**config.mk**
```make
export PLATFORM = sky130hd
export DESIGN_NAME = imem_loader
export DESIGN_NICKNAME = d
export VERILOG_FILES = /design/src/rtl/imem_loader_pkg.sv /design/src/rtl/imem_loader_word_assembler.sv /design/src/rtl/imem_loader.sv
export SDC_FILE = /design/constraint.sdc
export NUM_CORES = 1
export LEC_CHECK = 0
export BUFFER_PORTS_ARGS = -buffer_cell sky130_fd_sc_hd__buf_2
export CAP_MARGIN = 25
export CORE_UTILIZATION = 52
export DETAILED_ROUTE_END_ITERATION = 7
export PLACE_DENSITY_LB_ADDON = 0.1
export SYNTH_ARGS = -nofsm -noshare
export SYNTH_HDL_FRONTEND = slang
export SYNTH_HIERARCHICAL = 1
export SYNTH_SLANG_ARGS = --single-unit
```
**constraint.sdc**
```tcl
create_clock -name clk -period 2.5 [get_ports clk]
set_input_delay 0.5 -clock clk [delete_from_list [all_inputs] [get_ports clk]]
set_output_delay 0.5 -clock clk [all_outputs]
set_load 0.01 [all_outputs]
```
**src/rtl/imem_loader_pkg.sv**
```systemverilog
// imem_loader_pkg: shared FSM state codes and stream framing constants for the program loader
package imem_loader_pkg;
  localparam logic [2:0] S_IDLE  = 3'd0;
  localparam logic [2:0] S_LEN0  = 3'd1;
  localparam logic [2:0] S_LEN1  = 3'd2;
  localparam logic [2:0] S_DATA  = 3'd3;
  localparam logic [2:0] S_WRITE = 3'd4;
  localparam logic [2:0] S_DONE  = 3'd5;
  localparam logic [2:0] S_ERR   = 3'd6;
  localparam int LANE_W  = 8;
  localparam int HDR_LEN = 2;
endpackage

```
**src/rtl/imem_loader_word_assembler.sv**
```systemverilog
// word_assembler: packs four stream bytes into a little-endian 32-bit word
module word_assembler
  import imem_loader_pkg::*;
(
  input  logic                  clk,
  input  logic                  rst,
  input  logic                  clr,
  input  logic                  en,
  input  logic [LANE_W-1:0]     din,
  output logic [4*LANE_W-1:0]   word,
  output logic                  last
);
  logic [1:0] lane;
  assign last = en && lane == 2'd3;
  always_ff @(posedge clk) begin
    if (rst || clr) begin
      lane <= '0;
      word <= '0;
    end else if (en) begin
      word[lane*LANE_W +: LANE_W] <= din;
      lane <= lane + 2'd1;
    end
  end
endmodule

```
**src/rtl/imem_loader.sv**
```systemverilog
// imem_loader: streams a length-prefixed program into instruction memory while holding the core in reset
module imem_loader
  import imem_loader_pkg::*;
#(
  parameter int          ADDR_W    = 10,
  parameter logic [31:0] BASE_ADDR = 32'h0000_0000
) (
  input  logic              clk,
  input  logic              rst,
  input  logic              start,
  input  logic              in_valid,
  input  logic [7:0]        in_data,
  output logic              in_ready,
  output logic              we,
  output logic [31:0]       waddr,
  output logic [31:0]       wdata,
  output logic              busy,
  output logic              core_hold,
  output logic              done,
  output logic              err,
  output logic [ADDR_W:0]   word_count
);
  logic [2:0] state, nxt;
  logic [15:0] cnt, hdr;
  logic acc, last, start_ok;
  assign acc = in_valid && in_ready;
  assign start_ok = state == S_IDLE && start;
  assign hdr = {in_data, cnt[7:0]};
  assign core_hold = busy;
  word_assembler u_asm (
    .clk (clk),
    .rst (rst),
    .clr (start_ok),
    .en  (acc && state == S_DATA),
    .din (in_data),
    .word(wdata),
    .last(last)
  );
  always_comb begin
    nxt = S_IDLE;
    case (state)
      S_IDLE:  nxt = start ? S_LEN0 : S_IDLE;
      S_LEN0:  nxt = acc ? S_LEN1 : S_LEN0;
      S_LEN1:  nxt = !acc ? S_LEN1 : hdr == 16'd0 ? S_DONE :
                     32'(hdr) > (32'd1 << ADDR_W) ? S_ERR : S_DATA;
      S_DATA:  nxt = last ? S_WRITE : S_DATA;
      S_WRITE: nxt = 32'(word_count) + 32'd1 == 32'(cnt) ? S_DONE : S_DATA;
      default: nxt = S_IDLE;
    endcase
  end
  // outputs are registered from the next state so they line up with the state they describe
  always_ff @(posedge clk) begin
    if (rst) begin
      state      <= S_IDLE;
      in_ready   <= 1'b0;
      we         <= 1'b0;
      busy       <= 1'b0;
      done       <= 1'b0;
      err        <= 1'b0;
      waddr      <= BASE_ADDR;
      word_count <= '0;
      cnt        <= '0;
    end else begin
      state    <= nxt;
      in_ready <= nxt == S_LEN0 || nxt == S_LEN1 || nxt == S_DATA;
      we       <= nxt == S_WRITE;
      busy     <= nxt != S_IDLE;
      done     <= nxt == S_DONE;
      err      <= nxt == S_ERR;
      if (start_ok) begin
        waddr      <= BASE_ADDR;
        word_count <= '0;
      end else if (state == S_WRITE) begin
        waddr      <= waddr + 32'd4;
        word_count <= word_count + 1'b1;
      end
      if (state == S_LEN0 && acc) cnt <= {8'h00, in_data};
      if (state == S_LEN1 && acc) cnt <= hdr;
    end
  end
endmodule
```
==> key figures, run 1 <==
Floorplan
  • Die H: 95.8 microns
  • Row Count: 33
  • Die Width: 95.8 microns
  • I/O Pins: 93
  • Die ar.: 0.00918 sq mm
  • Core area: 0.00838 sq mm
  • Initial Util: 54.6%

CTS
  • CTS Buf Count: 9
  • PostCTS Resize Cnt: 0
  • Clock tree buffer depth: 2
  • Clock transition at the registers of the reported paths: 0.09 ns
  • Clk sinks: 99
  • CTS H-tree depth: 3
  • Buffer count from post-CTS setup fixing: 0
  • CTS tree: yes
  • CTS Root Cell: clkbuf_8
  • Later-pin clock latency in the skew report: 0.36 ns
  • Post-CTS Hold Buffers: 0

Drt
  • Met2 wire len: 5110 microns
  • Vias: 4041
  • Average vias per placed instance: 5.61
  • Drt first-iter violations: 157
  • Wirelength per Cell: 15.0 microns
  • Max layer used: met4
  • Routed wire length: 10800 microns
  • Drc violations: 0
  • DRT Pass-1 Iters: 5
  • Antenna-violating nets left: 0
  • Routed met1 length: 4990 microns
  • Met3 wire length: 573 microns

Synthesis
  • Sequential fraction of the synthesis area: 43.3%
  • Cells after synthesis: 525
  • Post-synth EDFFs: 0
  • Synth Area per Inst: 8.71 sq um
  • Post-synthesis register bit count: 99
  • Top_reg_cell synth: dfxtp_1
  • Number of library cell types mapped by synthesis: 59
  • Synth warnings: 6
  • Post-synth ARST share: 0%
  • Netlist Area Pre-Place: 0.00457 sq mm

Critical path
  • Terminus of the critical flop-to-flop path: err
  • Worst r2r src: state[2]
  • CP startpoint: state[2]
  • Register-to-Register Path Depth: 9
  • CP max FO: 9
  • CP Launch Type: flip-flop
  • Worst setup path end: err
  • Critical path data arrival time: 2.45 ns
  • Worst R2R Setup Slack: 0.29 ns
  • Crit path capture type: flip-flop
  • Crit path kind: flip-flop to flip-flop
  • CP Data Required Time: 2.74 ns

Cells and area
  • Share of layout cells above drive strength 1: 21.5%
  • Area occupied by registers: 0.00198 sq mm
  • Fill cells: 739
  • Area of the multi-input gates: 0.00243 sq mm
  • Antenna diodes: 0
  • Area Growth Syn to Fin: 16.1%
  • Fin nets: 629

Global route
  • Grt ovf: 0
  • GRT Util Overall: 24.4%
  • Initial antenna violation count: 0
  • Vias in the first global route: 3640
  • Largest net degree at the start of global routing: 42
  • First-pass GRT wire length: 17600 microns

Power and ir drop
  • Tot Pwr: 2.76 mW
  • Switching part of the total power: 24.1%
  • Logic pwr share: 5.4%
  • Int Power: 2.10 mW
  • Switch Pwr: 0.666 mW
  • Power per cell area: 520 mW/mm^2
  • Peak VDD IR: 0.348 mV
  • Pleak: 2.09 nW
  • Sequential share of power: 57.8%
  • Clock power frac: 36.8%

Placement
  • Placed wire-length estimate: 7760 microns
  • GPL Wtd Cong: 0.942
  • # port buffers: 90

Timing
  • Final setup viols: 0
  • Worst-margin pin slew: 0.606 ns
  • Slew margin rel.: 59.6%
  • Count of final hold-check violations: 0
  • Tmin final: 2.21 ns
  • Fin. max-slew vios: 0
  • Worst-case clock skew: 0.0111 ns
  • Final period utilization: 88.5%
  • Total negative setup slack: 0 ns
  • Highest Clock Rate: 452 MHz
  • RSZ-0062 raised after global routing: false

Status
  • Status: completed

Min path
  • Tightest Hold Check Type: flip-flop to flip-flop

Flow run
  • Maxcap violations: 0
-- sequential cells by signal (all words and copies together) (netlist names) --
register	count
waddr	30
word_count	11
busy	1
cnt	16
done	1
in_ready	1
we	1
err	1
u_asm/word	32
u_asm/lane	2
state	3
-- through the flow --
stage,utilization (%),hold WS (ns),cell area [sq um],setup WS [ns],std cells
2_1_floorplan,-,0.466,4580,0.326,526
3_3_place_gp,61.0,0.440,5110,0.231,704
3_5_place_dp,61.0,0.444,5110,0.115,704
4_1_cts,63.3,0.459,5300,0.244,720
5_1_grt,63.4,0.478,5310,0.0759,720
6_report,63.4,0.458,5310,0.288,720
-- worst max-delay path, cell delays in order (launching register included) --
cell,delay (ns)
dfxtp_1,0.45
nand2b_1,0.22
nor3_1,0.10
nand2_2,0.16
clkinv_1,0.15
and3_1,0.22
o41ai_2,0.33
nor2_1,0.08
a31oi_1,0.32
nor3b_1,0.09
-- worst min-delay path by stage --
stage                  start            end  slack [ns]  depth (start not counted)
2_1_floorplan        cnt[15]        cnt[15]        0.47                          2
3_3_place_gp   u_asm/word[7]  u_asm/word[7]        0.44                          2
3_5_place_dp   u_asm/word[7]  u_asm/word[7]        0.44                          2
4_1_cts        u_asm/word[7]  u_asm/word[7]        0.46                          2
5_1_grt        u_asm/word[1]  u_asm/word[1]        0.48                          2
6_report       u_asm/word[7]  u_asm/word[7]        0.46                          2
-- per-layer routing --
metal	global-route usage, %	vias up
met1	32.5	1897
met3	4.19	13
met5	0	-
met4	7.21	0
met2	40.3	118
li1	-	2013
-- cell usage after synthesis (5+ instances only) --
library cell,count,share of area [%]
dfxtp_1,99,43
and3_1,5,0.68
nand4_1,18,2.5
a32oi_1,14,2.7
nand3_1,27,3.0
xnor2_1,21,4.0
buf_2,6,0.66
nor2b_1,5,0.68
and2_1,6,0.82
mux2i_1,7,1.5
a211oi_1,5,0.82
clkbuf_1,16,1.3
nor4_1,8,1.1
xor2_1,27,5.2
nor2_1,86,7.1
a22oi_1,8,1.3
inv_1,9,0.74
ha_1,7,1.9
o21ai_0,6,0.66
a21oi_1,30,3.3
and4_1,6,1.1
nand2_1,47,3.9
nor3_1,9,0.98
-- power by group through the flow --
stage	Combinational, mW	Sequential, mW	Clock, mW
floorplan	0.0936	1.63	0
global placement	0.143	1.63	0
detailed placement	0.146	1.63	0
CTS	0.147	1.60	1.04
global route	0.164	1.60	1.10
finish	0.148	1.60	1.02
-- final cells by class --
class / count / area share [%]
flip-flops and latches: 99 / 37.3
well taps: 105 / 2.47
inverters: 10 / 0.707
repair buffers: 101 / 10.0
clock buffers: 11 / 2.47
clock inverters: 5 / 1.15
multi-input cells: 389 / 45.8
-- cell families (layout without fill, tap and decap cells) --
family	count (synthesis)	in the layout	synth area share [%]
adders and majority gates	7	7	1.91
xor gates and xnor gates	50	50	10.2
buffers and inverters	38	127	3.72
muxes	7	7	1.53
other	1	2	0.0820
and+or+nand+nor	244	244	27.3
AOI/OAI and AO/OA	79	79	11.9
DFF	99	99	43.3
-- cell usage in the layout (no fill, tap or decap), types with 9 or more instances in the layout --
cell type	Yosys	layout
a21oi_1	30	30
a32oi_1	14	14
buf_2	6	90
buf_4	3	11
clkbuf_8	0	9
dfxtp_1	99	99
inv_1	9	9
nand2_1	47	47
nand3_1	27	27
nand4_1	18	18
nor2_1	86	86
nor3_1	9	9
xnor2_1	21	21
xor2_1	27	27
Power figures use the tool's default switching activity.
==> inputs of run 2 (changes only) <==
--- a/config.mk
+++ b/config.mk
@@ -7,7 +7,7 @@
 export LEC_CHECK = 0
 export BUFFER_PORTS_ARGS = -buffer_cell sky130_fd_sc_hd__buf_2
 export CAP_MARGIN = 25
-export CORE_UTILIZATION = 52
+export CORE_UTILIZATION = 55
 export DETAILED_ROUTE_END_ITERATION = 7
 export PLACE_DENSITY_LB_ADDON = 0.1
 export SYNTH_ARGS = -nofsm -noshare
==> run 2 against run 1 <==
- maximum frequency down 1.0%
- first-iteration DRC count up 6.4%
- final area shrank 0.16%
- core utilization rose by 3.9 points
- routed wire length is 1.3% higher
- sequential power is essentially flat
- via count is 0.32% lower
- clock-buffer cell count rose by 1
- critical path type unchanged
- largest power group unchanged
- highest routed layer unchanged
==> key figures, run 2 (same netlist as run 1, synthesis figures left out) <==
Timing
  • Worst-case clock skew: 0.0130 ns
  • Slew margin rel.: 47.4%
  • Total negative setup slack: 0 ns
  • Count of final hold-check violations: 0
  • Worst-margin pin slew: 0.782 ns
  • Highest Clock Rate: 447 MHz
  • RSZ-0062 raised after global routing: false
  • Hold WS: 0.459 ns
  • Final setup viols: 0
  • Min setup slack post-route: 0.265 ns
  • Tmin final: 2.24 ns
  • Fin. max-slew vios: 0
  • Final period utilization: 89.4%

Power and ir drop
  • Clock power frac: 37.5%
  • Peak VDD IR: 0.436 mV
  • Logic pwr share: 5.3%
  • Sequential share of power: 57.2%
  • Pleak: 2.10 nW
  • Switch Pwr: 0.702 mW
  • Switching part of the total power: 25.1%
  • Tot Pwr: 2.80 mW
  • Int Power: 2.09 mW
  • Power per cell area: 527 mW/mm^2

CTS
  • CTS tree: yes
  • CTS Root Cell: clkbuf_8
  • Later-pin clock latency in the skew report: 0.36 ns
  • Clk sinks: 99
  • Post-CTS Hold Buffers: 0
  • Clock transition at the registers of the reported paths: 0.10 ns
  • Clock tree buffer depth: 2
  • CTS H-tree depth: 3
  • CTS Buf Count: 9

Status
  • Status: completed

Min path
  • Hold worst-path end: u_asm/word[3]
  • WHS Path Cells: 2
  • Tightest Hold Check Type: flip-flop to flip-flop
  • Hold Crit Start: u_asm/word[3]

Drt
  • Average vias per placed instance: 5.63
  • Drc violations: 0
  • Vias: 4028
  • Routed wire length: 10900 microns
  • Wirelength per Cell: 15.3 microns
  • DRT Pass-1 Iters: 4
  • Drt first-iter violations: 167
  • Antenna-violating nets left: 0

Cells and area
  • Regs by FF count: u_asm/word x32, waddr x30, cnt x16
  • Reg with most FFs: u_asm/word
  • Final std cells w/o fill: 715
  • Most frequent cells in the layout: 99 x dfxtp_1, 90 x buf_2, 86 x nor2_1
  • Max reg flops: 32
  • Commonest non-fill, non-tap cell in the layout: dfxtp_1
  • Cell area after layout: 0.00530 sq mm
  • Area of the multi-input gates: 0.00243 sq mm
  • Fin nets: 627
  • Share of layout cells above drive strength 1: 21.5%
  • Fill cells: 698
  • Area occupied by registers: 0.00198 sq mm
  • Fin util: 67.2%
  • Area Growth Syn to Fin: 15.9%
  • Antenna diodes: 0

Critical path
  • Critical path data arrival time: 2.51 ns
  • CP Data Required Time: 2.78 ns
  • Crit path kind: flip-flop to flip-flop
  • CP max FO: 9
  • Crit path capture type: flip-flop
  • CP Launch Type: flip-flop
  • Terminus of the critical flop-to-flop path: err
  • Worst R2R Setup Slack: 0.26 ns
  • Register-to-Register Path Depth: 10
  • Worst r2r src: state[1]

Placement
  • Placed wire-length estimate: 7850 microns
  • Placed inst area: 0.00509 sq mm
  • GPL Wtd Cong: 0.868
  • Placed Cells: 699
  • Place WS: 0.119 ns
  • # port buffers: 90

Floorplan
  • Initial Util: 58.0%
  • Die H: 93.2 microns
  • Core area: 0.00789 sq mm
  • Die Width: 93.2 microns
  • Die ar.: 0.00869 sq mm
  • Row Count: 32
  • I/O Pins: 93

Global route
  • Initial antenna violation count: 0
  • Vias in the first global route: 3637
  • Gr busiest metal: met2
  • Grt ovf: 0
  • GRT Util Overall: 26.0%
  • First-pass GRT wire length: 17600 microns
  • Met1 Use GR: 34.9%
  • Met3 usage: 4.39%
  • Largest net degree at the start of global routing: 42
  • GR Util met2: 43.4%

Flow run
  • Maxcap violations: 0
run 2: power by group through the flow:
stage	logic [mW]	clock network [mW]	registers (mW)
6_report	0.148	1.05	1.60
5_1_grt	0.165	1.14	1.60
4_1_cts	0.146	1.07	1.60
3_5_place_dp	0.145	0	1.63
3_3_place_gp	0.144	0	1.63
2_1_floorplan	0.0936	0	1.63
run 2: final cells by class:
cell class	count	area share [%]
clock buffer	12	3.12
clock inverter	4	0.708
inverter	10	0.708
multi-input combinational	389	45.9
sequential	99	37.4
tap	102	2.41
timing repair buffer	99	9.77
run 2: worst max-delay path: stages (launching register included):
cell and delay, ns:
dfxtp_1 0.46, inv_1 0.14, nor3_1 0.32, nand2_2 0.18
clkinv_1 0.12, nand2_1 0.05, a211oi_1 0.27, o41ai_2 0.17
nor2_1 0.12, a31oi_1 0.09, nor3b_1 0.22
run 2: layer usage:
layer  vias to the layer above  share of wire, %
met4                         0               1.1
li1                       2014                 -
met5                         -                 0
met2                       124                48
met3                        11               5.2
met1                      1879                46
run 2: repair_timing:
item	in CTS	in global routing
resized for setup	0	1
buffers inserted	0	0
endpoints found under the setup margin	0	3
run 2: how the worst max path moves through the flow:
stage | cells past startpoint | from | slack [ns] | endpoint
floorplan | 10 | in_valid | 0.33 | done
global placement | 11 | in_valid | 0.20 | in_ready
detailed placement | 11 | in_valid | 0.12 | in_ready
CTS | 10 | state[1] | 0.23 | in_ready
global route | 10 | state[1] | 0.04 | err
finish | 10 | state[1] | 0.26 | err
==> inputs of run 3 (changes only) <==
==> constraint.sdc (replaced) <==
create_clock -name clk -period 2.5 [get_ports clk]
set_input_delay 0.125 -clock clk [delete_from_list [all_inputs] [get_ports clk]]
set_output_delay 0.125 -clock clk [all_outputs]
set_load 0.01 [all_outputs]
==> run 3 against run 2 <==
- clock power shrank 7%
- critical path depth is 1 lower
- maximum frequency is 0.95% lower
- sequential share of layout area rose by 0.15 points
- register-to-register slack got worse by 0.02 ns
- non-clock buffer count shrank 4
- total power fell by 2.5%
- cell count down 0.56%
- flip-flop and latch count unchanged
- combinational power about the same
- worst setup slack got worse by 0.022 ns
- critical endpoint is now done
- highest routed layer unchanged
==> key figures, run 3 (same netlist as run 1, synthesis figures left out) <==
Critical path
  • Critical path's top delay family: simple AND/OR/NAND/NOR gates
  • Critical path data arrival time: 2.49 ns
  • Register-to-Register Path Depth: 9
  • Worst setup path end: done
  • CP startpoint: state[2]
  • Stages on the worst setup path: 9
  • Slowest CP cell: dfxtp_1
  • Terminus of the critical flop-to-flop path: done
  • CP max FO: 11
  • CP Launch Type: flip-flop
  • CP Data Required Time: 2.73 ns
  • WP buf/inv: 1
  • Crit path kind: flip-flop to flip-flop
  • Worst R2R Setup Slack: 0.24 ns
  • Crit path capture type: flip-flop
  • Worst-path cell chain: nand2b_2, nor3_2, nand2_2, clkinvlp_4, and3_1, o41ai_2, nor2_1, a31oi_2, nor3b_1
  • Worst r2r src: state[2]
  • Crit path largest cell delay: 0.45 ns

Cells and area
  • Fill cells: 658
  • Most frequent cells in the layout: 99 x dfxtp_1, 90 x buf_2, 86 x nor2_1
  • Final std cells w/o fill: 711
  • Area of the multi-input gates: 0.00245 sq mm
  • Reg with most FFs: u_asm/word
  • Cell area after layout: 0.00528 sq mm
  • Area occupied by registers: 0.00198 sq mm
  • Area Growth Syn to Fin: 15.4%
  • Share of layout cells above drive strength 1: 21.8%
  • Max reg flops: 32
  • Antenna diodes: 0
  • Commonest non-fill, non-tap cell in the layout: dfxtp_1
  • Regs by FF count: u_asm/word x32, waddr x30, cnt x16
  • Fin nets: 623

CTS
  • Buffer count from post-CTS setup fixing: 0
  • CTS Buf Count: 9
  • Later-pin clock latency in the skew report: 0.36 ns
  • Clock tree buffer depth: 2
  • Clock transition at the registers of the reported paths: 0.09 ns
  • Post-CTS Hold Buffers: 0
  • CTS tree: yes
  • CTS H-tree depth: 3
  • CTS Root Cell: clkbuf_8
  • Clk sinks: 99

Floorplan
  • Core area: 0.00789 sq mm
  • Initial Util: 58.0%
  • Die Width: 93.2 microns
  • Die ar.: 0.00869 sq mm
  • I/O Pins: 93
  • Row Count: 32
  • Die H: 93.2 microns

Flow run
  • Maxcap violations: 0

Placement
  • GPL Wtd Cong: 0.911
  • Placed Cells: 695
  • # port buffers: 90
  • Placed inst area: 0.00506 sq mm
  • Placed wire-length estimate: 7680 microns

Drt
  • Average vias per placed instance: 5.79
  • Routed wire length: 11100 microns
  • DRT Pass-1 Iters: 5
  • Drc violations: 0
  • Vias: 4114
  • Wirelength per Cell: 15.6 microns
  • Antenna-violating nets left: 0
  • Drt first-iter violations: 242

Power and ir drop
  • Switching part of the total power: 25.4%
  • Power per cell area: 516 mW/mm^2
  • Int Power: 2.03 mW
  • Switch Pwr: 0.692 mW
  • Tot Pwr: 2.72 mW
  • Logic pwr share: 5.4%
  • Clock power frac: 35.9%
  • Peak VDD IR: 0.293 mV
  • Pleak: 2.06 nW
  • Sequential share of power: 58.7%

Timing
  • Highest Clock Rate: 443 MHz
  • Worst-case clock skew: 0.0181 ns
  • Tmin final: 2.26 ns
  • Fin. max-slew vios: 0
  • Worst-margin pin slew: 0.786 ns
  • Total negative setup slack: 0 ns
  • RSZ-0062 raised after global routing: false
  • Final period utilization: 90.3%
  • Slew margin rel.: 47.6%
  • Count of final hold-check violations: 0
  • Hold WS: 0.113 ns
  • Final setup viols: 0

Global route
  • Grt ovf: 0
  • Vias in the first global route: 3661
  • First-pass GRT wire length: 17900 microns
  • GRT Util Overall: 25.9%
  • Largest net degree at the start of global routing: 42
  • Initial antenna violation count: 0

Status
  • Status: completed

Min path
  • Tightest Hold Check Type: input pin to flip-flop
[run 3: changes by cell type in the layout (fill, tap and decap cells not counted), sizes merged]
cell | before | now
inv | 13 | 11
clkbuf | 12 | 11
clkinvlp | 0 | 2
buf | 99 | 95
clkinv | 1 | 2
[run 3: final cells by class]
type	instances	share of cell area, %
inverters	10	0.782
flip-flops and latches	99	37.5
well taps	102	2.42
clock buffers	11	2.68
multi-input cells	389	46.5
clock inverters	5	0.853
repair buffers	95	9.24
[run 3: timing repair]
item / CTS / global route
resized for setup: 0 / 7
hold endpoints to repair: 0 / 0
endpoints found under the setup margin: 0 / 7
[run 3: power groups by stage]
| stage | Combinational [mW] | Sequential [mW] | Clock, mW |
|---|---|---|---|
| after global routing | 0.161 | 1.60 | 1.08 |
| after CTS | 0.145 | 1.60 | 1.00 |
| after global placement | 0.140 | 1.63 | 0 |
| final | 0.148 | 1.60 | 0.979 |
| after floorplan | 0.0936 | 1.63 | 0 |
| after detailed placement | 0.143 | 1.63 | 0 |
[run 3: per-layer routing]
metal	vias up	part of all wire [%]	GRT usage (%)
li1	2001	-	-
met1	1951	45	34.9
met2	143	48	42.1
met3	19	5.7	4.07
met4	0	1.7	9.23
met5	-	0	0
[run 3: worst reg2reg max path: stages (launching register included)]
cell and delay (ns):
dfxtp_1 0.45, nand2b_2 0.22, nor3_2 0.07, nand2_2 0.17, clkinvlp_4 0.23, and3_1 0.25
o41ai_2 0.32, nor2_1 0.10, a31oi_2 0.25, nor3b_1 0.09
[run 3: stage by stage]
| step | util (%) | setup WS (ns) |
|---|---|---|
| after floorplan | - | 0.418 |
| after detailed placement | 64.2 | 0.139 |
| final | 66.9 | 0.243 |
| after global routing | 66.9 | 0.0220 |
| after global placement | 64.2 | 0.245 |
| after CTS | 66.5 | 0.0887 |
[run 3: worst min-delay path by stage]
stage                     endpoint           from  cells past startpoint
global route        u_asm/word[25]     in_data[1]                      3
global placement     u_asm/word[7]  u_asm/word[7]                      2
finish              u_asm/word[31]     in_data[7]                      3
floorplan                   cnt[7]     in_data[7]                      2
detailed placement   u_asm/word[4]  u_asm/word[4]                      2
CTS                 u_asm/word[28]     in_data[4]                      3
